--- src/rtl/spi_slave_if.sv ---
// SPI mode-0 slave (MSB first) with a one-word TX buffer, back-to-back word support,
// and a sticky error flag for TX underrun and aborted words.
module spi_slave_if #(
    parameter int unsigned DATA_WIDTH = 8
) (
    input  logic                  I_CLK,
    input  logic                  I_RESETN,
    input  logic                  SCLK_SLAVE,
    input  logic                  SS_N_SLAVE,
    input  logic                  MOSI_SLAVE,
    output logic                  MISO_SLAVE,
    input  logic                  I_TX_EN,
    input  logic [DATA_WIDTH-1:0] I_WDATA,
    output logic                  O_TX_READY,
    output logic [DATA_WIDTH-1:0] O_RDATA,
    output logic                  O_RX_VALID,
    output logic                  O_ERR,
    input  logic                  I_ERR_CLR,
    output logic                  O_BUSY
);

    localparam int unsigned CW = (DATA_WIDTH > 1) ? $clog2(DATA_WIDTH) : 1;
    localparam logic [CW-1:0] LAST_BIT = CW'(DATA_WIDTH - 1);

    typedef enum logic {
        IDLE,
        ACTIVE
    } state_t;

    state_t                  state;
    logic                    sclk_s1, sclk_s2, sclk_prev;
    logic                    ss_s1, ss_s2, ss_prev;
    logic                    mosi_s1, mosi_s2;
    logic [CW-1:0]           bit_cnt;
    logic [DATA_WIDTH-1:0]   tx_sr;
    logic [DATA_WIDTH-1:0]   rx_sr;
    logic [DATA_WIDTH-1:0]   rx_next;
    logic [DATA_WIDTH-1:0]   tx_buf;
    logic                    tx_full;
    logic                    sclk_rise, sclk_fall, ss_fall;
    logic                    do_load;

    always_ff @(posedge I_CLK or negedge I_RESETN) begin
        if (!I_RESETN) begin
            sclk_s1   <= 1'b0;
            sclk_s2   <= 1'b0;
            sclk_prev <= 1'b0;
            ss_s1     <= 1'b1;
            ss_s2     <= 1'b1;
            ss_prev   <= 1'b1;
            mosi_s1   <= 1'b0;
            mosi_s2   <= 1'b0;
        end else begin
            sclk_s1   <= SCLK_SLAVE;
            sclk_s2   <= sclk_s1;
            sclk_prev <= sclk_s2;
            ss_s1     <= SS_N_SLAVE;
            ss_s2     <= ss_s1;
            ss_prev   <= ss_s2;
            mosi_s1   <= MOSI_SLAVE;
            mosi_s2   <= mosi_s1;
        end
    end

    assign sclk_rise = sclk_s2 & ~sclk_prev;
    assign sclk_fall = ~sclk_s2 & sclk_prev;
    assign ss_fall   = ~ss_s2 & ss_prev;

    // A falling SCLK right after the counter wrapped starts the next word instead of shifting.
    always_comb begin
        rx_next = (rx_sr << 1) | DATA_WIDTH'(mosi_s2);
        do_load = 1'b0;
        if (state == IDLE) begin
            do_load = ss_fall;
        end else if (!ss_s2 && sclk_fall && bit_cnt == '0) begin
            do_load = 1'b1;
        end
    end

    always_ff @(posedge I_CLK or negedge I_RESETN) begin
        if (!I_RESETN) begin
            state      <= IDLE;
            bit_cnt    <= '0;
            tx_sr      <= '0;
            rx_sr      <= '0;
            tx_buf     <= '0;
            tx_full    <= 1'b0;
            O_RDATA    <= '0;
            O_RX_VALID <= 1'b0;
            O_ERR      <= 1'b0;
        end else begin
            O_RX_VALID <= 1'b0;
            if (I_ERR_CLR) begin
                O_ERR <= 1'b0;
            end
            if (I_TX_EN && !tx_full) begin
                tx_buf  <= I_WDATA;
                tx_full <= 1'b1;
            end

            case (state)
                IDLE: begin
                    if (ss_fall) begin
                        state   <= ACTIVE;
                        bit_cnt <= '0;
                    end
                end
                ACTIVE: begin
                    if (ss_s2) begin
                        state   <= IDLE;
                        bit_cnt <= '0;
                        if (bit_cnt != '0) begin
                            O_ERR <= 1'b1;
                        end
                    end else if (sclk_rise) begin
                        rx_sr <= rx_next;
                        if (bit_cnt == LAST_BIT) begin
                            bit_cnt    <= '0;
                            O_RDATA    <= rx_next;
                            O_RX_VALID <= 1'b1;
                        end else begin
                            bit_cnt <= bit_cnt + CW'(1);
                        end
                    end else if (sclk_fall && bit_cnt != '0) begin
                        tx_sr <= tx_sr << 1;
                    end
                end
                default: state <= IDLE;
            endcase

            // Error set is placed after the clear so a coincident underrun wins.
            if (do_load) begin
                if (tx_full) begin
                    tx_sr   <= tx_buf;
                    tx_full <= 1'b0;
                end else begin
                    tx_sr <= '0;
                    O_ERR <= 1'b1;
                end
            end
        end
    end

    assign O_BUSY     = (state == ACTIVE);
    assign O_TX_READY = ~tx_full;
    assign MISO_SLAVE = O_BUSY & tx_sr[DATA_WIDTH-1];

endmodule

--- config.mk ---
export PLATFORM = sky130hd
export DESIGN_NAME = spi_slave_if
export DESIGN_NICKNAME = d
export VERILOG_FILES = /design/src/rtl/spi_slave_if.sv
export SDC_FILE = /design/constraint.sdc
export NUM_CORES = 1
export LEC_CHECK = 0
export CORE_UTILIZATION = 30
export CTS_CLUSTER_DIAMETER = 200
export DETAILED_ROUTE_END_ITERATION = 6
export PLACE_DENSITY_LB_ADDON = 0.05
export SLEW_MARGIN = 20
export SYNTH_ARGS = -nofsm -noshare
export SYNTH_HDL_FRONTEND = slang
export SYNTH_SLANG_ARGS = --single-unit
--- constraint.sdc ---
create_clock -name I_CLK -period 1.35 [get_ports I_CLK]
set_input_delay 0.2025 -clock I_CLK [delete_from_list [all_inputs] [get_ports I_CLK]]
set_output_delay 0.2025 -clock I_CLK [all_outputs]
set_load 0.02 [all_outputs]
; ---- Yosys cells after proc, flatten, opt, wreduce, memory -nomap -nowiden
; Index checks and enable logic that the tools add are counted.
[op_classes]
addsub = 1
n_eq_ne = 5
mux = 29
bitwise_logic = 10
n_reduce_logical = 14
[op_table]
columns = operator, count
row1 = two-way mux 8 bit, 6
row2 = two-way mux 1 bit, 17
row3 = two-way mux 3 bit, 4
row4 = bitwise OR 8 x 1 -> 8 bit, 1
row5 = AND reduction 4 bit, 2
row6 = one-hot mux 3 bit (2 select lines), 1
row7 = NOT 1 bit, 5
row8 = bitwise AND 1 bit, 4
row9 = logical AND 1 bit, 4
row10 = inequality test 2 x 1 -> 1 bit (second input constant), 2
row11 = nonzero test 2 bit, 2
row12 = adder 3 x 1 -> 3 bit (second input constant), 1
row13 = == test 3 bit (second input constant), 1
row14 = logical NOT 3 bit, 1
row15 = inequality test 3 x 1 -> 1 bit (second input constant), 1
row16 = AND reduction 3 bit, 1
row17 = nonzero test 3 bit, 1
row18 = logical NOT 1 bit, 2
row19 = inequality test 2 bit (second input constant), 1
row20 = one-hot mux 1 bit (2 select lines), 1
row21 = AND reduction 2 bit, 1
[word_totals]
ff_bits = 46
output_inout_bits = 13
elab_cells = 76

; ---- Logic depth before layout (Yosys ltp)
; Gate-level depths: netlist of the first run.
[depth]
depth_word = 8
mapped_depth = 6

; ---- Worst setup path after synthesis of the first run
; OpenSTA, ideal clock, no wires.
[synth_path]
kind = register to register
startpoint = register state (netlist: O_BUSY)
endpoint = register rx_sr[0]
setup_time_ns = 0.125
t_arrival_ns = 1.281
setup_slack_ns = -0.056
stages_incl_launch_ff = 6
path_buffers = 2
synth_period_minus_slack_ns = 1.406
cell_sequence = dfrtp_1 > buf_6 > nand2b_4 > nor2b_4 > buf_6 > mux2_2
[synth_via]
elab_chain_len = 1
[synth_rtl]
columns = item, line_no
row1 = from (decl), 30  ; state_t state;
row2 = from (signal assigned), 82  ; state <= IDLE;
row3 = from (signal assigned), 104  ; state <= ACTIVE;
row4 = from (signal assigned), 110  ; state <= IDLE;
row5 = AND reduction 3 bit (no source line), --
row6 = to (signal assigned), 116  ; rx_sr <= rx_next;
row7 = to (decl), 36  ; logic [DATA_WIDTH-1:0] rx_sr;
; No other way between the ends.
; A chain may end at the register's enable or synchronous reset.

; ---- Final worst setup path of the first run
[layout_path]
startpoint = register bit_cnt[0]
endpoint = register O_ERR
[layout_via]
elab_chain_len = 6
elab_cells_between_ends = 10
classes_between = 7 x mux / 3 x reduce/logical
[layout_rtl]
columns = item, line_no
row1 = from (decl), 34  ; logic [CW-1:0] bit_cnt;
row2 = from (signal assigned), 122  ; bit_cnt <= bit_cnt + CW'(1);
row3 = nonzero test 3 bit, 112  ; if (bit_cnt != '0) begin
row4 = two-way mux 1 bit, 112
row5 = two-way mux 1 bit, 109  ; if (ss_s2) begin
row6 = two-way mux 1 bit, 101  ; case (state)
row7 = two-way mux 1 bit, 133  ; if (tx_full) begin
row8 = two-way mux 1 bit *, 132  ; if (do_load) begin
row9 = to (signal assigned), 94  ; O_ERR <= 1'b0;
row10 = to (signal assigned), 113  ; O_ERR <= 1'b1;
row11 = to (signal assigned), 138  ; O_ERR <= 1'b1;
row12 = to (decl), 17  ; output logic O_ERR,
; Every way passes the cells marked *; elsewhere a longest branch is shown, timed or not.

==> impl_metrics.yaml, run 1 <==
worst_setup_path:
  critical_path_buf_inv_count: 2
  cpPeakStageDelay_ps: 400
  startpoint_type: "register"
  cp_max_fo: 5
  crit_chain: "inv_2 > ha_2 > inv_4 > o21ai_4 > and3_1 > a221o_1"
  path_class: "register to register"
  slowest_stage: "dfrtp_1"
  cp_top_family: "flip-flops"
  cp-end-kind: "register"
  worstPathArrival_ps: 1560
  required_ps: 1530
floorplan:
  coreArea_sq_mm: 0.00599
  ios: 28
  initial_utilization_pct: 31.4
  core.rowCount: 28
  die_w_um: 81.2
  die_h_um: 81.2
  die_area_sq_mm: 0.00659
timing:
  worst_pin_slew_ps: 388
  relSlewSlack_pct: 74.1
  post-route-period-util_pct: 102
  hold_viol_final: 0
  rsz0062_at_grt: "yes"
  slew_violations: 0
  fin_crit_ps: 1380
  finClkSkew_ps: 10.6
  timing.final.ws_setup_ps: -30.0
  finalSetupViolations: 9
  fmax_ghz: 0.725
global_route:
  grt_pass1_wl_um: 6080
  grt_max_degree: 47
  antenna_found_initial: 0
  gr-total-overflow: 0
  grt_pass1_vias: 1265
  grt.total_usage_pct: 12.5
logic_synthesis:
  syn_inst: 139
  post-synth-top-count-cell: "dfrtp_1"
  synthMuxAreaShare_pct: 13.8
  seq_area_frac_synth_pct: 61.4
  syn-mean-instance-area_sq_um: 13.5
  synth_top_family_by_area: "multiplexers"
  yosys_warnings: 0
  synth-compound-area-share_pct: 6.85
  synth_fp_nets: 157
  synth_simple_gate_area_share_pct: 12.0
  synth_ff_type: "dfrtp_1"
  synth-xor-area-share_pct: 0
  yosys-top-cells-count: "dfrtp_1, mux2_2, nand2_1, nor2_1"
  synth_area_leader_cell: "dfrtp_1"
  synth_edf_count: 0
  ys_types: 30
  syn_area_sq_mm: 0.00188
  async_flop_share_pct: 100
  synth-adder-area-share_pct: 2.00
  ys_top_cells_by_area: "dfrtp_1, mux2_2, dfstp_2"
  synth_top_area_share_pct: 57.2
  synth_seq_cells: 46
clock_tree:
  root_buffer: "clkbuf_8"
  htree_num_levels: 2
  clk_pin_slew_worst_paths_ps: 80
  clk_latency_ps: 300
  cts_sinks: 46
  clk_path_buf_depth: 2
  cts_tree: "done"
  cts_buffers: 5
placement:
  hpwl_um: 2280
  io_buffers: 27
  place_congestion: 0.662
  dpl_cell_area_sq_mm: 0.00232
  place_ws_ps: -104
cells_and_area:
  ff_latch_area_sq_mm: 0.00116
  fin_util_pct: 42.3
  diodes: 0
  syn_to_final_growth_pct: 34.8
  nFillCells: 561
  stdcell_area_sq_mm: 0.00253
  multi_input_area_sq_um: 732
  nets: 205
  drive_above_1_share_pct: 38.8
detailed_routing:
  viasPerCell: 4.60
  routed_wl_um: 3500
  drt-pass1-iter-count: 2
  drt_iter0_drc: 36
  num_vias: 1209
  drc: 0
  ant_nets: 0
  detail_route.wl_per_cell_um: 13.3
status:
  failed_checks: "setup timing"
  status: "finished with violations"
power:
  seqPwrFrac_pct: 53.1
  comb_power_share_pct: 15.4
  leakagePower_nw: 1.21
  powerDensity_mw_per_mm2: 1270
  switching_share_pct: 24.8
  p_clk_share_pct: 31.4
  irDropWorstVdd_v: 0.000601
  power.internal_w: 0.00243
  p_sw_w: 0.000800
worst_hold_path:
  min_path_type: "primary input to register"
run:
  drv_cap: 0
logic make-up (layout without fill, tap and decap cells):
family          Yosys count  after routing
mux                      23             23
buf+inv                  13             60
simple gates             38             39
compound gates           16             17
flops                    46             46
fa+ha+maj                 3              3
final timing paths:
path	to	depth (start not counted)	from	slack [ps]
min in group asynchronous	rx_sr[6]	3	I_RESETN	410
worst max-delay path	O_ERR	6	bit_cnt[0]	-30
worst min register to register	mosi_s2	0	mosi_s1	360
worst min-delay path	ss_s1	1	SS_N_SLAVE	310
max in group asynchronous	ss_prev	3	I_RESETN	660
worst max register to register	O_ERR	6	bit_cnt[0]	-30
layout by cell type (no fill, tap or decap), types with 5 or more instances in the layout:
cell type / Yosys / layout
dfrtp_1: 43 / 42
clkdlybuf4s50_1: 0 / 13
nand3_1: 8 / 8
nand2_1: 9 / 9
clkbuf_8: 0 / 5
mux2_2: 23 / 20
buf_4: 0 / 13
inv_1: 8 / 6
a31oi_1: 7 / 7
dlygate4sd2_1: 0 / 10
nor2_1: 9 / 9
power groups by stage:
stage	combinational, W	clock [W]	sequential (W)
after floorplan	0.000313	0	0.00171
after CTS	0.000504	0.00104	0.00172
after detailed placement	0.000484	0	0.00175
final	0.000499	0.00101	0.00172
after global routing	0.000558	0.00111	0.00175
after global placement	0.000471	0	0.00174
layer usage:
| layer | track usage (%) | routed length [um] | up-vias |
|---|---|---|---|
| met4 | 4.82 | 43 | 0 |
| met1 | 16.8 | 1750 | 609 |
| met2 | 19.1 | 1580 | 19 |
| li1 | - | - | 575 |
| met3 | 3.48 | 123 | 6 |
| met5 | 0 | 0 | - |
what timing repair did:
action	4_1_cts	5_1_grt
hold buffers	1	0
pin swaps	2	0
setup endpoints to repair	36	26
endpoints found under the hold margin	43	0
setup buffers	1	3
gates cloned	2	0
gates resized for setup	32	5
cell type report:
class / count / share of cell area [%]
flip-flops and latches: 46 / 45.6
inverters: 8 / 1.28
clock buffers: 6 / 2.86
multi-input cells: 82 / 28.9
well taps: 75 / 3.70
clock inverters: 2 / 1.48
repair buffers: 44 / 16.2
stage by stage:
stage	power, W	std cells	setup TNS [ps]	hold slack, ps
floorplan	0.00202	139	-6.05	-93.1
global placement	0.00221	248	-1360	201
detailed placement	0.00223	248	-1840	205
CTS	0.00326	260	-646	303
global route	0.00342	263	-1440	298
finish	0.00323	263	-210	311
sequential cells by signal (all words and copies together), names as in the netlist, 3 cells and up:
name     count
bit_cnt      3
O_RDATA      8
rx_sr        7
tx_buf       8
tx_sr        8
No activity file was read; power rests on OpenSTA's default activity.
==> run 2, diff against run 1 <==
--- a/config.mk
+++ b/config.mk
@@ -5,6 +5,7 @@
 export SDC_FILE = /design/constraint.sdc
 export NUM_CORES = 1
 export LEC_CHECK = 0
+export CORE_MARGIN = 8
 export CORE_UTILIZATION = 30
 export CTS_CLUSTER_DIAMETER = 200
 export DETAILED_ROUTE_END_ITERATION = 6
==> run 2 against run 1 <==
  * The flow still finishes with violations (setup timing)
  * Global-route usage shrank 2.8 points
  * First-iteration DRC count grew 58%
  * Non-clock buffer count grew 13
  * Wire length grew 14%
  * Worst hold slack is essentially flat
  * Die area grew 37%
  * Highest routed layer unchanged
  * Combinational power grew 13%
  * Utilization grew 1.0 points
  * Clock-buffer cell count grew 2
==> impl_metrics.yaml, run 2 (synthesis results as in run 1) <==
detailed_routing:
  ant_nets: 0
  viasPerCell: 4.54
  num_vias: 1261
  detail_route.wl_per_cell_um: 14.4
  drt_iter0_drc: 57
  drc: 0
  drt-pass1-iter-count: 4
  routed_wl_um: 3990
status:
  failed_checks: "setup timing"
  status: "finished with violations"
timing:
  hold_viol_final: 0
  slew_violations: 0
  fmax_ghz: 0.704
  whs_ps: 311
  rsz0062_at_grt: "yes"
  fin_crit_ps: 1420
  finClkSkew_ps: 8.27
  tns_ps: -560
  worst_pin_slew_ps: 439
  post-route-period-util_pct: 105
  timing.final.ws_setup_ps: -69.8
  relSlewSlack_pct: 70.7
  finalSetupViolations: 13
clock_tree:
  clk_pin_slew_worst_paths_ps: 80
  cts_sinks: 46
  root_buffer: "clkbuf_8"
  htree_num_levels: 2
  clk_path_buf_depth: 2
  cts_tree: "done"
  clk_latency_ps: 300
  cts_buffers: 5
global_route:
  gr-total-overflow: 0
  grt.total_usage_pct: 9.68
  grt_pass1_vias: 1359
  grt_max_degree: 26
  grt_pass1_wl_um: 6700
  antenna_found_initial: 0
floorplan:
  core.rowCount: 29
  die_w_um: 95.2
  initial_utilization_pct: 30.3
  die_area_sq_mm: 0.00906
  ios: 28
  coreArea_sq_mm: 0.00620
  die_h_um: 95.2
worst_setup_path:
  cp-end-kind: "register"
  worstPathArrival_ps: 1600
  path_class: "register to register"
  startpoint: "sclk_prev"
  cp_max_fo: 7
  startpoint_type: "register"
  required_ps: 1530
  r2r-start: "sclk_prev"
power:
  irDropWorstVdd_v: 0.000599
  leakagePower_nw: 1.29
  powerDensity_mw_per_mm2: 1180
  power.total_w: 0.00316
cells_and_area:
  diodes: 0
  top_regs: "O_RDATA x8, tx_buf x8, tx_sr x8"
  syn_to_final_growth_pct: 42.9
  drive_above_1_share_pct: 44.8
  layout_common_cells: "dfrtp_1, buf_4, mux2_2"
  stdcell_area_sq_mm: 0.00269
  ff_latch_area_sq_mm: 0.00116
  nFillCells: 583
  nets: 218
  multi_input_area_sq_um: 769
  mostFrequentLayoutCell: "dfrtp_1"
run:
  drv_cap: 0
placement:
  place_congestion: 0.765
  hpwl_um: 2640
  dpl_cell_area_sq_mm: 0.00234
  io_buffers: 27
worst_hold_path:
  min_from: "SS_N_SLAVE"
  min_path_type: "primary input to register"
run 2: changes by cell type in the layout (fill, tap and decap cells not counted), moves of 4 or more:
cell	delta
mux2_2	-4
buf_6	+6
buf_4	+6
nand3_1	-4
mux2_4	+4
nand3_2	+4
run 2: worst paths after layout:
check                        endpoint  slack [ps]  cells past startpoint
max                          rx_sr[1]         -70                      4
min                             ss_s1         310                      1
max reg2reg                  rx_sr[1]         -70                      4
min reg2reg                   sclk_s2         350                      0
max in group asynchronous  O_RDATA[3]         490                      3
min in group asynchronous  O_RX_VALID         370                      2
run 2: routing by layer:
layer	routed length, um	vias to the layer above	GRT usage [%]
met5	0	-	0
met4	59	0	4.94
met3	140	6	3.07
met2	1910	21	15.1
met1	1880	634	11.8
li1	-	600	-
run 2: metrics by stage:
step | utilization (%) | instances | worst slack [ps]
after floorplan | - | 139 | -0.864
after global placement | 37.7 | 252 | -113
after detailed placement | 37.7 | 252 | -119
after CTS | 42.7 | 276 | -86.1
after global routing | 43.3 | 278 | -135
final | 43.3 | 278 | -69.8
run 2: what timing repair did:
action	4_1_cts	5_1_grt
endpoints found under the setup margin	39	27
endpoints found under the hold margin	12	0
pin swaps	7	5
setup buffers	14	2
resized for setup	42	10
gates cloned	2	0
hold buffers	1	0
run 2: area by class of cell:
| class | instances | share of cell area (%) |
|---|---|---|
| sequential | 46 | 43.0 |
| multi-input combinational | 82 | 28.6 |
| timing repair buffer | 57 | 20.2 |
| tap | 77 | 3.58 |
| clock buffer | 8 | 3.35 |
| inverter | 8 | 1.21 |
run 2: worst max-delay path, stage by stage (launching register included):
cell and delay [ps]:
dfrtp_1 400, nor2b_2 150, nor2b_4 290, buf_12 170, mux2_4 300
run 2: power breakdown:
| part | switching, W | leakage, nW | internal [W] | total, W |
|---|---|---|---|---|
| logic | 0.000231 | 0.675 | 0.000336 | 0.000566 |
| registers | 0.000141 | 0.571 | 0.00159 | 0.00173 |
| clock network | 0.000448 | 0.0455 | 0.000418 | 0.000866 |
| total | 0.000820 | 1.29 | 0.00234 | 0.00316 |
